**src/rtl/hazard_unit_if.sv**
```systemverilog
// Bundle between the ID stage / pipeline control and the hazard unit.
// ID_Valid qualifies every ID_* field in the cycle it is high. There is no
// ready: Stall is the back-pressure, and it is combinational in the same cycle.
interface hazard_unit_if;
    logic        ID_Valid;
    logic [4:0]  ID_Rs;
    logic [4:0]  ID_Rt;
    logic        ID_UseRs;
    logic        ID_UseRt;
    logic [4:0]  ID_Dest;
    logic        ID_RegWre;
    logic        ID_IsLoad;
    logic        Flush;
    logic        Hold;
    logic [31:0] EX_Result;
    logic [31:0] MEM_Result;
    logic        RSFwd;
    logic        RTFwd;
    logic [31:0] DataFwd;
    logic        Stall;

    // Pipeline side: drives the ID fields, controls and results.
    modport master (
        output ID_Valid, ID_Rs, ID_Rt, ID_UseRs, ID_UseRt, ID_Dest,
               ID_RegWre, ID_IsLoad, Flush, Hold, EX_Result, MEM_Result,
        input  RSFwd, RTFwd, DataFwd, Stall
    );

    // Hazard unit side.
    modport slave (
        input  ID_Valid, ID_Rs, ID_Rt, ID_UseRs, ID_UseRt, ID_Dest,
               ID_RegWre, ID_IsLoad, Flush, Hold, EX_Result, MEM_Result,
        output RSFwd, RTFwd, DataFwd, Stall
    );
endinterface

```
**src/rtl/hazard_unit.sv**
```systemverilog
// Operand-hazard resolver for the 5-stage MIPS pipeline, located in ID.
// Shadows the EX and MEM destinations, forwards EX/MEM results into the
// register-file read over one shared DataFwd bus, and stalls on load-use
// and on conflicts that bus cannot serve. WB hazards are left to the
// register file's own write bypass.
// Optional feature: define HAZARD_EX_FWD_EN to forward from EX. Without it,
// any EX-slot dependence stalls and only MEM results are forwarded.
module hazard_unit (
    input  logic         CLK,
    input  logic         RST,
    hazard_unit_if.slave bus
);

    typedef struct packed {
        logic       valid;
        logic [4:0] dest;
        logic       wre;
        logic       isLoad;
    } slot_t;

    typedef enum logic [1:0] {
        SRC_NONE = 2'd0,
        SRC_EX   = 2'd1,
        SRC_MEM  = 2'd2
    } src_t;

    localparam slot_t BUBBLE = '{valid: 1'b0, dest: 5'd0, wre: 1'b0, isLoad: 1'b0};

    slot_t exSlot;
    slot_t memSlot;
    slot_t exNext;

    logic  useRs;
    logic  useRt;
    src_t  rsSrc;
    src_t  rtSrc;
    src_t  fwdSrc;
    logic  exHit;
    logic  loadUse;
    logic  twoSrc;
    logic  exBlock;
    logic  stall;

    // A slot matches when it holds a real register writer of r (never $0).
    function automatic logic slotMatch(input slot_t s, input logic [4:0] r);
        return s.valid && s.wre && (s.dest != 5'd0) && (s.dest == r);
    endfunction

    // Pick a source per operand; the younger (EX) instruction wins.
    always_comb begin
        useRs = bus.ID_Valid && bus.ID_UseRs;
        useRt = bus.ID_Valid && bus.ID_UseRt;
        rsSrc = SRC_NONE;
        rtSrc = SRC_NONE;
        if (useRs) begin
            if (slotMatch(exSlot, bus.ID_Rs))       rsSrc = SRC_EX;
            else if (slotMatch(memSlot, bus.ID_Rs)) rsSrc = SRC_MEM;
        end
        if (useRt) begin
            if (slotMatch(exSlot, bus.ID_Rt))       rtSrc = SRC_EX;
            else if (slotMatch(memSlot, bus.ID_Rt)) rtSrc = SRC_MEM;
        end
    end

    // Stall on load-use, on a two-source conflict, or on any EX hit when
    // the EX forwarding path is not built.
    always_comb begin
        exHit   = (rsSrc == SRC_EX) || (rtSrc == SRC_EX);
        loadUse = exHit && exSlot.isLoad;
        twoSrc  = (rsSrc != SRC_NONE) && (rtSrc != SRC_NONE) && (rsSrc != rtSrc);
`ifdef HAZARD_EX_FWD_EN
        exBlock = 1'b0;
`else
        exBlock = exHit;
`endif
        stall   = loadUse || twoSrc || exBlock;
    end

    // Drive the register-file overrides; a stalled read gets nothing.
    always_comb begin
        fwdSrc      = (rsSrc != SRC_NONE) ? rsSrc : rtSrc;
        bus.Stall   = stall;
        bus.RSFwd   = 1'b0;
        bus.RTFwd   = 1'b0;
        bus.DataFwd = 32'd0;
        if (!stall) begin
            bus.RSFwd = (rsSrc != SRC_NONE);
            bus.RTFwd = (rtSrc != SRC_NONE);
            case (fwdSrc)
`ifdef HAZARD_EX_FWD_EN
                SRC_EX:  bus.DataFwd = bus.EX_Result;
`endif
                SRC_MEM: bus.DataFwd = bus.MEM_Result;
                default: bus.DataFwd = 32'd0;
            endcase
        end
    end

    // What enters EX: the ID instruction, or a bubble if stalled/flushed.
    always_comb begin
        exNext = BUBBLE;
        if (bus.ID_Valid && !stall && !bus.Flush) begin
            exNext.valid  = 1'b1;
            exNext.dest   = bus.ID_Dest;
            exNext.wre    = bus.ID_RegWre;
            exNext.isLoad = bus.ID_IsLoad;
        end
    end

    // Shadow pipeline advance; Hold freezes both slots, reset empties them.
    always_ff @(posedge CLK or negedge RST) begin
        if (!RST) begin
            exSlot  <= BUBBLE;
            memSlot <= BUBBLE;
        end else if (!bus.Hold) begin
            memSlot <= exSlot;
            exSlot  <= exNext;
        end
    end

endmodule

```
**src/flat_wrapper.sv**
```systemverilog
// flat-port wrapper written by rule: the top's interface ports become plain ports
module hazard_unit_flat 
  (CLK, RST, bus_ID_Valid, bus_ID_Rs, bus_ID_Rt, bus_ID_UseRs, bus_ID_UseRt, bus_ID_Dest, bus_ID_RegWre, bus_ID_IsLoad, bus_Flush, bus_Hold, bus_EX_Result, bus_MEM_Result, bus_RSFwd, bus_RTFwd, bus_DataFwd, bus_Stall);
  hazard_unit_if bus_i ();
  input  logic CLK;
  input  logic RST;
  input wire logic [$bits(bus_i.ID_Valid)-1:0] bus_ID_Valid;
  input wire logic [$bits(bus_i.ID_Rs)-1:0] bus_ID_Rs;
  input wire logic [$bits(bus_i.ID_Rt)-1:0] bus_ID_Rt;
  input wire logic [$bits(bus_i.ID_UseRs)-1:0] bus_ID_UseRs;
  input wire logic [$bits(bus_i.ID_UseRt)-1:0] bus_ID_UseRt;
  input wire logic [$bits(bus_i.ID_Dest)-1:0] bus_ID_Dest;
  input wire logic [$bits(bus_i.ID_RegWre)-1:0] bus_ID_RegWre;
  input wire logic [$bits(bus_i.ID_IsLoad)-1:0] bus_ID_IsLoad;
  input wire logic [$bits(bus_i.Flush)-1:0] bus_Flush;
  input wire logic [$bits(bus_i.Hold)-1:0] bus_Hold;
  input wire logic [$bits(bus_i.EX_Result)-1:0] bus_EX_Result;
  input wire logic [$bits(bus_i.MEM_Result)-1:0] bus_MEM_Result;
  output wire logic [$bits(bus_i.RSFwd)-1:0] bus_RSFwd;
  output wire logic [$bits(bus_i.RTFwd)-1:0] bus_RTFwd;
  output wire logic [$bits(bus_i.DataFwd)-1:0] bus_DataFwd;
  output wire logic [$bits(bus_i.Stall)-1:0] bus_Stall;
  assign bus_i.ID_Valid = bus_ID_Valid;
  assign bus_i.ID_Rs = bus_ID_Rs;
  assign bus_i.ID_Rt = bus_ID_Rt;
  assign bus_i.ID_UseRs = bus_ID_UseRs;
  assign bus_i.ID_UseRt = bus_ID_UseRt;
  assign bus_i.ID_Dest = bus_ID_Dest;
  assign bus_i.ID_RegWre = bus_ID_RegWre;
  assign bus_i.ID_IsLoad = bus_ID_IsLoad;
  assign bus_i.Flush = bus_Flush;
  assign bus_i.Hold = bus_Hold;
  assign bus_i.EX_Result = bus_EX_Result;
  assign bus_i.MEM_Result = bus_MEM_Result;
  assign bus_RSFwd = bus_i.RSFwd;
  assign bus_RTFwd = bus_i.RTFwd;
  assign bus_DataFwd = bus_i.DataFwd;
  assign bus_Stall = bus_i.Stall;
  hazard_unit u_core (.CLK(CLK), .RST(RST), .bus(bus_i));
endmodule
```
**config.mk**
```make
export PLATFORM = sky130hd
export DESIGN_NAME = hazard_unit_flat
export DESIGN_NICKNAME = d
export VERILOG_FILES = /design/src/rtl/hazard_unit_if.sv /design/src/rtl/hazard_unit.sv /design/src/flat_wrapper.sv
export SDC_FILE = /design/constraint.sdc
export NUM_CORES = 1
export LEC_CHECK = 0
export CORE_MARGIN = 2
export CORE_UTILIZATION = 28
export DETAILED_ROUTE_END_ITERATION = 7
export PLACE_DENSITY = 0.8
export SLEW_MARGIN = 30
export SYNTH_ARGS = -nofsm -noshare
export SYNTH_HDL_FRONTEND = slang
export SYNTH_SLANG_ARGS = --single-unit
```
**constraint.sdc**
```tcl
create_clock -name CLK -period 2.3 [get_ports CLK]
set_input_delay 0.23 -clock CLK [delete_from_list [all_inputs] [get_ports CLK]]
set_output_delay 0.23 -clock CLK [all_outputs]
set_load 0.005 [all_outputs]
```
# Word level (Yosys, flattened, before mapping)
# Cells that the tools add are included.
word_totals:
  wordCells: 51
  output_inout_bits: 35
  reg_bits: 15
  input_bits: 88
classes:
  n_eq_ne: 8
  n_reduce_logical: 24
  n_mux: 12
op_table:
  columns: ["operator", "count"]
  rows:
  - ["$mux W32", 2]
  - ["$eq A5 B5 Y1", 4]
  - ["$logic_and A1 B1 Y1", 15]
  - ["$mux W2", 7]
  - ["$reduce_bool A5 Y1", 2]
  - ["$mux W8", 1]
  - ["$eq A2 B1 Y1 const B", 2]
  - ["$reduce_bool A2 Y1", 2]
  - ["$logic_or A1 B1 Y1", 3]
  - ["$eq A2 B2 Y1 const B", 1]
  - ["$logic_not A1 Y1", 2]
  - ["$mux W1", 2]
  - ["$ne A2 B2 Y1", 1]

# Longest topological paths before layout
depth:
  depth_word: 15
  ltp_mapped: 6
  mapped_depth_nobuf: 5

# Least setup slack after synthesis
# OpenSTA, ideal clock, no wires.
synth_path:
  path_kind: "register -> output"
  startpoint: "reg u_core.memSlot[2] (netlist bit)"
  endpoint: "out bus_DataFwd[1]"
  arrival_ns: 1.782
  n_path_buf: 1
  stages_incl_launch_ff: 7
  path_slack_ns: 0.288
  cell_sequence: "dfrtp_1 or4_1 o211ai_2 nor4_2 a32oi_2 buf_2 a21boi_0"
synth_between:
  elab_chain_cells: 12
  elab_cells_between_ends: 27
synth_rtl:
  columns: ["item", "line", "source"]
  rows:
  - ["start: declaration", "hazard_unit.sv:30", "slot_t memSlot;"]
  - ["start signal: assignment", "hazard_unit.sv:116", "memSlot <= exSlot;"]
  - ["branches (longest 11 deep; another with $mux W32)", null, null]
  - ["$mux W32 (*)", "hazard_unit.sv:86", "if (!stall) begin"]
  - ["end: declaration", "flat_wrapper.sv:21", "output wire logic [$bits(bus_i.DataFwd)-1:0] bus_DataFwd;"]
# Every way passes the cells marked *.

# Worst setup path after layout
layout_path:
  startpoint: "reg u_core.memSlot[2] (netlist bit)"
  endpoint: "out bus_DataFwd[2]"
# Same word-level chain as after synthesis.

==> flow_summary.ini <==
[run_status]
status = complete, but fails checks
violations = setup timing

[run]
cap_violations = 0

[timing]
worst_pin_slew_ns = 0.5951
clock_skew_ns = 0.0009116
rsz0062_at_grt = yes
slew-limit-headroom_pct = 60.20
period_share_pct = 111.0
setup_violations = 32
slew_viol_final = 0
hold_viol_final = 0
fmax_ghz = 0.3919
min_period_ns = 2.552
timing.final.ws_setup_ns = -0.2519

[placement]
place_hpwl_um = 3066
place_ws_ns = -0.4160
post_dp_cell_area_mm2 = 0.002278
io_buffers = 89
gp_congestion = 0.7723

[logic_synthesis]
yosys_register_bits = 14
synthesis.area_mm2 = 0.001140
synthesis.nets = 205
synthCells = 117
yosysUniqueCellTypes = 30
synth.area.top_cells = dfrtp_1 (31%), a21boi_0 (16%), xnor2_1 (10%)
synth_area_per_cell_um2 = 9.742
synth-seq-area-share_pct = 30.74
synth_top_cell_by_area = dfrtp_1
ys_warn_count = 0
synth_top_area_share_pct = 30.74

[setup_path]
rr_worst_depth = 8
cpPeakStageDelay_ns = 0.55
worstPathArrival_ns = 2.32
crit_required_ns = 2.07
critPathLaunchType = register
crit_type = register to output port
crit_path_end_kind = output port
reg2reg_from = u_core.exSlot[5]
rrSetupSlack_ns = 0.26
crit_path_top_delay_cell = or4_4
cp_max_fo = 5
crit_chain = or4_4, o211ai_4, buf_6, nor4b_2, a32oi_4, buf_6, buf_6, a21boi_1, buf_2
r2r-end = u_core.exSlot[6]
cp_common_cell = buf_6

[global_route]
grt_max_degree = 22
grtUsageTotal_pct = 15.27
grt_pass1_vias = 1206
grt_first_pass_wirelength_um = 5471
overflow = 0
antenna_found_initial = 0

[min_path]
min_path_type = input pin to asynchronous set/reset pin

[power_and_ir_drop]
p_per_area_mw_per_mm2 = 282.9
vdd_drop_max_uv = 356.4
p_leak_uw = 0.001183

[floorplan]
fp.dieH_um = 67.81
coreArea_mm2 = 0.003971
dieArea_mm2 = 0.004598
ioPinCount = 123
die_x_um = 67.81
rows = 23
initial_core_util_pct = 28.70

[route]
first_pass_iters = 4
routed_wl_um = 4158
first_iter_violations = 27
viasPerCell = 4.673
drc = 0
wire_per_inst_um = 14.14
detail-route-antenna-nets = 0
vias = 1374

[cts]
clock_latency_ns = 0.24
ctsRootBufferMaster = clkbuf_8
clock_sinks = 14
tritoncts = yes
cts_hold_buf = 0
clkSlewWorstSetupHoldPaths_ns = 0.05
ctsHtreeMaxLevel = 1
numCtsBuffers = 3
clockBufferDepth = 2

[finish]
final_common_cell = clkdlybuf4s50_1
diodes = 0
nets = 334
mostFrequentLayoutCells = clkdlybuf4s50_1 (50), buf_4 (26), buf_2 (23)
design_area_mm2 = 0.002496
drive_gt1_share_pct = 45.49
areaGrowthSynthToFinish_pct = 119.0
-- critical path, delay by kind of cell, from the launching register on --
| kind | cells | cell delay (ns) |
|---|---|---|
| buffers and inverters | 4 | 0.52 |
| AND/OR/NAND/NOR | 2 | 0.60 |
| AO/OA/AOI/OAI | 3 | 0.61 |
| flip-flops | 1 | 0.37 |
-- routing by layer --
metal / GRT usage, % / routed length, um / vias up
li1: - / - / 690
met1: 18.05 / 1598 / 644
met2: 28.31 / 2281 / 40
met3: 2.667 / 277 / 0
met4: 3.750 / 0 / 0
met5: 0 / 0 / -
-- registers in the layout, indices dropped and copies added, names as in the netlist --
register / count
u_core.exSlot: 7
u_core.memSlot: 7
-- Yosys cell counts (all sizes together) --
library cell,count
buf,6
a21boi,32
a21oi,1
nor3b,1
a21o,1
mux2,6
a22o,6
and2,1
inv,3
o21ai,1
nand2,4
xor2,7
o221a,1
clkbuf,2
nand4,4
o211ai,2
o22ai,1
xnor2,13
nor4,2
o211a,2
or4,1
dfrtp,14
nor3,3
nand3,1
nor4b,1
a32oi,1
-- how the worst max path moves through the flow --
stage                 startpoint              end  slack [ns]  cells past startpoint
2_1_floorplan  u_core.memSlot[2]   bus_DataFwd[1]        0.29                      6
3_3_place_gp        bus_ID_Rs[1]  bus_DataFwd[11]       -0.37                      9
3_5_place_dp        bus_ID_Rs[1]   bus_DataFwd[0]       -0.42                      9
4_1_cts        u_core.memSlot[2]   bus_DataFwd[0]       -0.30                      8
5_1_grt        u_core.memSlot[5]  bus_DataFwd[20]       -0.33                     10
6_report       u_core.memSlot[2]   bus_DataFwd[2]       -0.25                      9
-- metrics by stage --
stage	utilization (%)	TNS, ns	instances	hold slack [ns]	power, uW
floorplan	-	0	117	-0.06559	356.5
global placement	57.37	-11.34	276	0.4888	496.6
detailed placement	57.37	-12.20	276	0.5049	500.8
CTS	58.19	-6.565	282	0.3901	696.7
global route	62.85	-9.433	294	0.4383	744.8
finish	62.85	-6.886	294	0.3712	706.2
-- power by group --
group	leakage [uW]	switching, uW	total (uW)	internal (uW)
Clock	0.0000216	73.9	189	115
Combinational	0.000973	72.7	235	162
Sequential	0.000188	18.2	282	264
-- repair_timing --
action                     in CTS  in global routing
setup endpoints to repair      35                 35
buffers inserted                3                  6
resized for setup              83                110
cloned                          0                  7
pin swaps                       3                 14
-- cell families (layout without fill, tap and decap cells) --
group                  after synthesis  after routing  share of synthesized area [%]
AO/OA/AOI/OAI                       48             48                          34.14
buffers and inverters               11            138                          4.280
AND/OR/NAND/NOR                     18             18                          9.550
XOR/XNOR                            20             20                          15.37
flip-flops                          14             14                          30.74
multiplexers                         6              6                          5.927
-- layout make-up --
type                    instances  area, um^2
fillers                       333        1475
repair buffers                132        1159
multi-input cells              92       872.1
flip-flops and latches         14       350.3
well taps                      50       62.56
clock buffers                   3       41.29
inverters                       3       11.26
Note: power is estimated with default switching activity, not from simulation.
